## src/rtl/bist_session_controller.sv

```systemverilog
// Tester-side sequencer for the LFSR/MISR BIST wrapper: clears the wrapper, runs the
// pattern sequence, captures and grades the MISR signature, and tallies failed sessions.
module bist_session_controller #(
  parameter int                   SIG_WIDTH      = 4,
  parameter logic [SIG_WIDTH-1:0] GOLDEN_SIG     = 4'b0011,
  parameter int                   CLEAR_CYCLES   = 1,
  parameter int                   TIMEOUT_CYCLES = 15,
  parameter int                   FAILCNT_WIDTH  = 8
) (
  input  logic                     clock,
  input  logic                     reset,
  input  logic                     start,
  input  logic                     abort,
  input  logic                     bist_finish,
  input  logic [SIG_WIDTH-1:0]     misr_sig,
  output logic                     bist_testmode,
  output logic                     bist_clear,
  output logic                     busy,
  output logic                     done,
  output logic                     pass,
  output logic                     fail,
  output logic                     timeout,
  output logic [SIG_WIDTH-1:0]     signature,
  output logic [FAILCNT_WIDTH-1:0] fail_count
);

  typedef enum logic [1:0] {
    IDLE,
    CLEAR,
    RUN,
    REPORT
  } state_t;

  localparam logic [7:0]               CLEAR_LAST   = 8'(CLEAR_CYCLES - 1);
  localparam logic [7:0]               TIMEOUT_LAST = 8'(TIMEOUT_CYCLES - 1);
  localparam logic [FAILCNT_WIDTH-1:0] FAILCNT_ONE  = FAILCNT_WIDTH'(1);

  state_t                   state, state_next;
  logic [7:0]               cnt, cnt_next;
  logic                     pass_next, fail_next, timeout_next;
  logic [SIG_WIDTH-1:0]     signature_next;
  logic [FAILCNT_WIDTH-1:0] fail_count_next;

  always_comb begin
    state_next      = state;
    cnt_next        = cnt;
    pass_next       = pass;
    fail_next       = fail;
    timeout_next    = timeout;
    signature_next  = signature;
    fail_count_next = fail_count;

    case (state)
      IDLE: begin
        if (start && !abort) begin
          state_next   = CLEAR;
          cnt_next     = '0;
          pass_next    = 1'b0;
          fail_next    = 1'b0;
          timeout_next = 1'b0;
        end
      end

      CLEAR: begin
        if (abort) begin
          state_next = IDLE;
        end else if (cnt == CLEAR_LAST) begin
          state_next = RUN;
          cnt_next   = '0;
        end else begin
          cnt_next = cnt + 8'd1;
        end
      end

      RUN: begin
        // Abort beats finish, and finish beats a timeout landing on the same edge.
        if (abort) begin
          state_next = IDLE;
        end else if (bist_finish) begin
          state_next     = REPORT;
          signature_next = misr_sig;
          pass_next      = (misr_sig == GOLDEN_SIG);
          fail_next      = (misr_sig != GOLDEN_SIG);
        end else if (cnt == TIMEOUT_LAST) begin
          state_next     = REPORT;
          signature_next = misr_sig;
          timeout_next   = 1'b1;
          fail_next      = 1'b1;
        end else begin
          cnt_next = cnt + 8'd1;
        end
      end

      REPORT: begin
        state_next = IDLE;
        if (fail && (fail_count != '1)) begin
          fail_count_next = fail_count + FAILCNT_ONE;
        end
      end

      default: state_next = IDLE;
    endcase
  end

  // Status outputs are decoded from the next state so they change on the same
  // edge as the state register while still coming straight from flops.
  always_ff @(posedge clock or posedge reset) begin
    if (reset) begin
      state         <= IDLE;
      cnt           <= '0;
      bist_testmode <= 1'b0;
      bist_clear    <= 1'b0;
      busy          <= 1'b0;
      done          <= 1'b0;
      pass          <= 1'b0;
      fail          <= 1'b0;
      timeout       <= 1'b0;
      signature     <= '0;
      fail_count    <= '0;
    end else begin
      state         <= state_next;
      cnt           <= cnt_next;
      bist_testmode <= (state_next == CLEAR) || (state_next == RUN);
      bist_clear    <= (state_next == CLEAR);
      busy          <= (state_next != IDLE);
      done          <= (state_next == REPORT);
      pass          <= pass_next;
      fail          <= fail_next;
      timeout       <= timeout_next;
      signature     <= signature_next;
      fail_count    <= fail_count_next;
    end
  end

endmodule

```

## config.mk

```make
export PLATFORM = sky130hd
export DESIGN_NAME = bist_session_controller
export DESIGN_NICKNAME = d
export VERILOG_FILES = /design/src/rtl/bist_session_controller.sv
export SDC_FILE = /design/constraint.sdc
export NUM_CORES = 1
export LEC_CHECK = 0
export ABC_AREA = 1
export CORE_ASPECT_RATIO = 0.9
export CORE_UTILIZATION = 54
export CTS_CLUSTER_SIZE = 20
export DETAILED_ROUTE_END_ITERATION = 8
export PLACE_DENSITY = 0.79
export REMOVE_ABC_BUFFERS = 1
export SLEW_MARGIN = 5
export SYNTH_ARGS = -nofsm -noshare
export SYNTH_HDL_FRONTEND = slang
export SYNTH_SLANG_ARGS = --single-unit
```

## constraint.sdc

```tcl
create_clock -name clock -period 1.81 [get_ports clock]
set_input_delay 0.181 -clock clock [delete_from_list [all_inputs] [get_ports clock]]
set_output_delay 0.181 -clock clock [all_outputs]
set_load 0.05 [all_outputs]
```

==> summary.md <==
| Metric | Value |
|---|---|
| Crit path max fanout | 5 |
| Critical Path End | fail_count[4] |
| Starting DRT DRC Count | between 60 and 70 |
| Final nets | 302 |
| Sequential cell area | 726 um^2 |
| Critical path startpoint | fail_count[4] |
| Peak supply drop | about 1200 uV |
| Slew margin rel. | between 60% and 70% |
| First-pass GRT wire length | roughly 7 mm |
| GRT Overall Usage | approximately 25% |
| Area Growth Syn to Fin | 22.9% |
| Syn Inst Count | ~250 |
| GP Congestion | 0.870 |
| Clk_skew | 0.00196 ns |
| Chip Height | between 50 and 60 um |
| Kind of end point of the critical path | primary output |
| Die W | 64.8 um |
| Clk buf depth | 2 |
| Status | finished, final reports clean |
| Worst Tran Pin Value | around 0.53 ns |
| Yosys top cell area share | approximately 38% |
| Number of global-route vias before repair | between 1.5k and 2k |
| Minimum clock period | about 1.7 ns |
| Post-route ant nets | 0 |
| Fin crit share | a little over nine tenths |
| Worst r2r src | cnt[0] |
| Synth Register Bits | 29 |
| P_leak | 1.18 nW |
| Final setup vio count | 0 |
| Max Cap Violations | 0 |
| Filler instances | about 270 |
| Clock Tree Root | clkbuf_8 |
| CTS tree | done |
| Antenna violations before repair | 0 |
| Critical path required time | about 1.6 ns |
| CP arrival | around 1.6 ns |
| Worst hold path class | in2async |
| Cell depth of the worst flop-to-flop path | 9 |
| Critical path depth | 1 |
| Multi-input logic area | 0.00102 mm^2 |
| Die area | 0.00379 mm^2 |
| Dominant cell type by area after synthesis | dfrtp_1 |
| # IOs | 28 |
| Critical path's top delay family | buffers and inverters |
| Ys Warns | 0 |
| Register area share after synthesis | between 30% and 40% |
| TritonRoute pass-1 iters | 4 |
| Critical-path top delay cell | clkdlybuf4s50_1 |
| GRT Residual Overflow | 0 |
| Worst-Skew Late Latency | approximately 0.28 ns |
| Fmax | around 580 MHz |
| Post-synth EDFFs | 0 |
| Reg2Reg Setup Slack | around 0.1 ns |
| Slew Limit Fails | 0 |
| Post-synth ARST share | between 90% and 100% |
| Via Count | about 1.6k |
| DRC viols | 0 |
| Clock sink count | 29 |
| Syn_area_per_cell | around 7.8 um^2 |
| Largest net degree at the start of global routing | 30 |
| # diodes | 0 |
| H-tree Lvls | 2 |
| Share of layout cells above drive strength 1 | between 15 and 20% |
| Critical R2R Capture | bist_testmode |
| PwrDens | between 1000 and 1500 mW/mm^2 |
| IO Port Bufs | 27 |
| Startpoint types | register |
| Critical path class | reg2out |
| Core area | 0.00338 mm^2 |
| WL/cell | between 10 and 15 um |
| Post-CTS Setup Inserts | 0 |
| DRT Wirelength | just under 4 mm |
| Fin util | between 60 and 70% |
| Top post-synthesis cells by area | dfrtp_1 (38%), nand2_1 (14%), ha_1 (7.2%) |
| CP Cell Sequence | clkdlybuf4s50_1 |
| TritonCTS Buffers | 5 |
| Hold Vio Cnt, Final | 0 |
| Clock transition at path regs | approximately 0.06 ns |
| Synth cell types | 30 |
| Worst path buffer plus inverter count | 1 |
| Tot Pwr | approximately 0.0034 W |
| Via/cell ratio | 5.04 |
| Post-Syn Area | roughly 0.0019 mm^2 |
| Initial Utilization | approximately 57% |
| CP max stage delay | about 0.84 ns |
| Post-synth top flop | dfrtp_1 |
| Detailed placement HPWL | around 3 mm |
| Core Rows | 20 |
| WHS | 0.265 ns |
| Setup TNS Final | 0 ns |
==> registers in the layout, summed over array words and instances, names as in the netlist <==
register,flops
cnt,8
fail_count,8
signature,4
state,2
bist_clear,1
bist_testmode,1
busy,1
done,1
fail,1
pass,1
timeout,1
==> cell usage in the layout, fill, tap and decap left out, types with 8 or more instances in the layout <==
cell type / synthesis / routed
inv_1: 30 / 28
nand2_1: 72 / 72
ha_1: 11 / 9
nor2_1: 18 / 18
nand3_1: 18 / 18
dfrtp_1: 29 / 29
nand2_2: 9 / 9
clkdlybuf4s50_1: 0 / 27
inv_2: 6 / 8
==> cell type report <==
cell class / instances / share of cell area, %
timing repair buffer: 33 / 13.4
clock buffer: 7 / 3.66
sequential: 29 / 30.8
tap: 44 / 2.34
multi-input combinational: 175 / 43.4
inverter: 38 / 6.43
==> kinds of logic (layout without fill, tap and decap cells) <==
family,count (synthesis),count (layout),synth area share [%]
flops,29,29,37.9
compound gates,19,19,6.20
simple gates,137,137,35.8
fa+ha+maj,11,11,7.18
buf+inv,41,78,9.27
xor+xnor,8,8,3.66
==> stage by stage <==
| step | instance area [um^2] | std cells | setup slack [ns] |
|---|---|---|---|
| finish | 2360 | 326 | 0.0724 |
| global route | 2360 | 326 | -0.00603 |
| CTS | 2350 | 326 | 0.0526 |
| detailed placement | 2260 | 319 | 0.0702 |
| global placement | 2260 | 319 | 0.112 |
| floorplan | 1890 | 242 | 0.0309 |
==> synthesized netlist by cell type, types with 3 or more instances <==
master,count
nand2_1,72
inv_1,30
dfrtp_1,29
nand3_1,18
nor2_1,18
ha_1,11
nand2_2,9
inv_2,6
o21ai_1,6
a21oi_1,5
xor2_1,5
nor2_4,4
nand3_4,3
nand4_1,3
nor3_1,3
o21ai_0,3
xnor2_1,3
==> routing by layer <==
layer | GRT usage (%) | wire length, um | share of wire (%) | vias to the layer above
li1 | - | - | - | 839
met1 | 32.1 | 1760 | 45 | 749
met2 | 40.0 | 1900 | 48 | 50
met3 | 8.14 | 222 | 5.6 | 6
met4 | 9.21 | 50 | 1.3 | 0
met5 | 0 | 0 | 0 | -
==> worst min path at each step <==
stage / start / slack (ns) / cells past startpoint / to
floorplan: reset / 0.26 / 1 / bist_clear
global placement: signature[1] / 0.47 / 2 / signature[1]
detailed placement: signature[2] / 0.48 / 2 / signature[2]
CTS: reset / 0.28 / 3 / fail_count[3]
global route: reset / 0.34 / 3 / fail_count[7]
finish: reset / 0.27 / 3 / fail_count[7]
==> report_power, final <==
part / internal, W / switching, W
Clock: 0.000301 / 0.000232
Sequential: 0.000808 / 0.000103
Combinational: 0.000639 / 0.00131
Total: 0.00175 / 0.00164
==> what timing repair did <==
| action | CTS | global route |
|---|---|---|
| gates resized for setup | 0 | 5 |
| setup endpoints to repair | 0 | 6 |
| hold buffers | 0 | 0 |
Note: power is estimated with default switching activity, not from simulation.
==> edit, RTL diff (same flow settings) <==
Add an input register stage for `start`, `abort`, `bist_finish` and `misr_sig`, cleared by the reset; this delays them by one clock.
--- a/src/rtl/bist_session_controller.sv
+++ b/src/rtl/bist_session_controller.sv
@@ -35,6 +35,25 @@
   localparam logic [7:0]               TIMEOUT_LAST = 8'(TIMEOUT_CYCLES - 1);
   localparam logic [FAILCNT_WIDTH-1:0] FAILCNT_ONE  = FAILCNT_WIDTH'(1);
 
+  logic start_q;
+  logic abort_q;
+  logic bist_finish_q;
+  logic [SIG_WIDTH-1:0] misr_sig_q;
+
+  always_ff @(posedge clock or posedge reset) begin
+    if (reset) begin
+      start_q       <= '0;
+      abort_q       <= '0;
+      bist_finish_q <= '0;
+      misr_sig_q    <= '0;
+    end else begin
+      start_q       <= start;
+      abort_q       <= abort;
+      bist_finish_q <= bist_finish;
+      misr_sig_q    <= misr_sig;
+    end
+  end
+
   state_t                   state, state_next;
   logic [7:0]               cnt, cnt_next;
   logic                     pass_next, fail_next, timeout_next;
@@ -52,7 +71,7 @@
 
     case (state)
       IDLE: begin
-        if (start && !abort) begin
+        if (start_q && !abort_q) begin
           state_next   = CLEAR;
           cnt_next     = '0;
           pass_next    = 1'b0;
@@ -62,7 +81,7 @@
       end
 
       CLEAR: begin
-        if (abort) begin
+        if (abort_q) begin
           state_next = IDLE;
         end else if (cnt == CLEAR_LAST) begin
           state_next = RUN;
@@ -74,16 +93,16 @@
 
       RUN: begin
         // Abort beats finish, and finish beats a timeout landing on the same edge.
-        if (abort) begin
+        if (abort_q) begin
           state_next = IDLE;
-        end else if (bist_finish) begin
+        end else if (bist_finish_q) begin
           state_next     = REPORT;
-          signature_next = misr_sig;
-          pass_next      = (misr_sig == GOLDEN_SIG);
-          fail_next      = (misr_sig != GOLDEN_SIG);
+          signature_next = misr_sig_q;
+          pass_next      = (misr_sig_q == GOLDEN_SIG);
+          fail_next      = (misr_sig_q != GOLDEN_SIG);
         end else if (cnt == TIMEOUT_LAST) begin
           state_next     = REPORT;
-          signature_next = misr_sig;
+          signature_next = misr_sig_q;
           timeout_next   = 1'b1;
           fail_next      = 1'b1;
         end else begin
Behaviour: not the same (Yosys sat finds a counterexample within 4 cycles, from zero or initial values and one cycle with reset high).
==> edit against the original RTL <==
Worst setup slack got worse by 0.038 ns. Area after synthesis increased by 8.0%. Total power decreased by 2.2%. Via count increased by 2.0%. Count of clock-buffer cells in the layout decreased by 1. Sequential cell count increased by 7. Sequential share of layout area increased by 4.6 points. Global-route usage decreased by 2.1 points. Wire length increased by 6.3%. Die area increased by 7.8%. Final area increased by 8.1%. Highest routed layer unchanged.
==> edit: results (changes against the original RTL) <==
* N_diodes at 0 (unchanged)
* Via density at 5.13 (+1.7%)
* Reg2reg end: bist_testmode
* CP max FO at 5 (unchanged)
* CP arrival at 2.00 ns (+0.44 ns)
* Part of the Yosys area used for sequential elements at 43.5% (+5.6 points)
* Compound-cell area share of the yosys netlist at 8.34% (+2.1 points)
* Final setup fails at 0 (unchanged)
* Num CTS Buffers at 5 (unchanged)
* H-tree Lvls at 2 (unchanged)
* Run status: finished clean
* Vias in the first global route at 1502 (-5.8%)
* CTS max path bufs at 2 (unchanged)
* Post-Synth Adder-Cell Area at 6.65% (-0.53 points)
* Antenna violations before repair at 0 (unchanged)
* First-pass GRT wire length at 6.89 mm (-2.3%)
* Layout Nets at 303 (+0.33%)
* Synth cell types at 30 (unchanged)
* Root buf cell: clkbuf_8
* R2R Path Start: state[0]
* DRT iter0 DRCs at 121 (+78%)
* Slew @ Worst Pin at 0.531 ns (-0.00122 ns)
* Hold Path Class: input pin to async pin
* Total Routing Usage GR at 23.1% (-2.1 points)
* Post-synth EDFFs at 0 (unchanged)
* Post-synth ARST share at 100% (unchanged)
* Maximum vdd drop at 1030 uV (-12%)
* Synth cell count leaders: nand2_1, dfrtp_1, inv_1
* Layout Skew at 0.00755 ns (+0.00559 ns)
* Static Leak at 1.22 nW (+3.7%)
* Clock slew seen by the registers of the worst setup and hold paths at roughly 0.070 ns
* Mux contribution to synthesized area at 0% (unchanged)
* Fillers at 265 (-2.2%)
* Pre-antenna DRT Iters at 4 (unchanged)
* Average wire per standard cell at 12.8 um (+5.9%)
* PortBufs at 27 (unchanged)
* HPWL Detailed at 3.14 mm (+4.2%)
* DRC at 0 (unchanged)
* Synth area leaders: dfrtp_1, nand2_1, ha_1
* Largest regs: cnt (8), fail_count (8)
* Post-DP Area at 2430 sq um (+7.5%)
* Share of cells above drive strength 1 at 16.3% (-1.5 points)
* Final WS setup at 0.0345 ns (-0.0379 ns)
* Largest net degree at the start of global routing at 37 (+23%)
* Xor-xnor portion of the synthesized cell area at 2.96% (-0.69 points)
* Setup slack at placement at 0.0589 ns (-0.0113 ns)
* R2r worst-path depth at 9 (unchanged)
* Clk_lat worst skew at 0.28 ns (about the same)
* Top FF cell, synth: dfrtp_1
* YS warnings at 0 (unchanged)
* GP Congestion at 0.848 (-2.6%)
edit: cell count changes after synthesis, moves of 2 or more:
cell,change
nand3b_1,+2
nor2_2,+3
nand3_1,+2
nor2_1,-3
inv_2,-2
buf_4,-2
xor2_1,+2
xnor2_1,-3
o21ai_0,+4
o21bai_1,+2
nor3_1,-3
dfrtp_1,+7
nor3_2,+2
nand2_1,-6
edit: layout make-up:
class | count | area [sq um] | share of cell area (%)
Inverter | 34 | 130 | 5.11
Multi-Input combinational cell | 173 | 1060 | 41.5
Clock inverter | 1 | 5.00 | 0.196
Clock buffer | 6 | 72.6 | 2.85
Tap cell | 44 | 55.1 | 2.16
Timing Repair Buffer | 33 | 328 | 12.9
Sequential cell | 36 | 901 | 35.4
edit: critical path: stages (launching register included):
cell and delay, ns:
dfrtp_1 0.40, buf_4 0.15, ha_4 0.17, inv_1 0.16, a21oi_1 0.10, a21oi_1 0.13
nand2_1 0.09, a21oi_1 0.19, ha_1 0.26, inv_1 0.05
edit: cell families after synthesis:
kind of cell | count (synthesis)
fa+ha+maj | 11
compound gates | 26
flops | 36
simple gates | 129
buf+inv | 36
xor+xnor | 7
edit: power breakdown:
group / switching, mW / leakage (nW) / total [mW] / internal, mW
logic: 1.17 / 0.708 / 1.77 / 0.602
registers: 0.0830 / 0.473 / 1.03 / 0.942
clock network: 0.260 / 0.0410 / 0.521 / 0.261
total: 1.51 / 1.22 / 3.32 / 1.81
edit: timing repair:
action	CTS	global route
buffers inserted	0	1
endpoints found under the setup margin	0	3
endpoints found under the hold margin	0	0
gates resized for setup	0	7
edit: worst max path at each step:
stage / to / startpoint
after floorplan: bist_testmode / state[0]
after global placement: bist_testmode / state[1]
after detailed placement: bist_testmode / state[1]
after CTS: bist_testmode / state[1]
after global routing: bist_testmode / state[0]
final: bist_testmode / state[0]
edit: metal layers:
layer | share of wire [%] | wire length [um] | global-route usage (%)
met1 | 48 | 2010 | 32.0
met2 | 47 | 1970 | 35.3
met3 | 4.0 | 168 | 6.20
met4 | 0.86 | 36 | 7.29
met5 | 0 | 0 | 0
edit: metrics by stage:
step	std cells	hold slack (ns)
finish	327	0.299
global route	327	0.324
CTS	326	0.315
detailed placement	319	0.483
global placement	319	0.460
floorplan	243	0.212
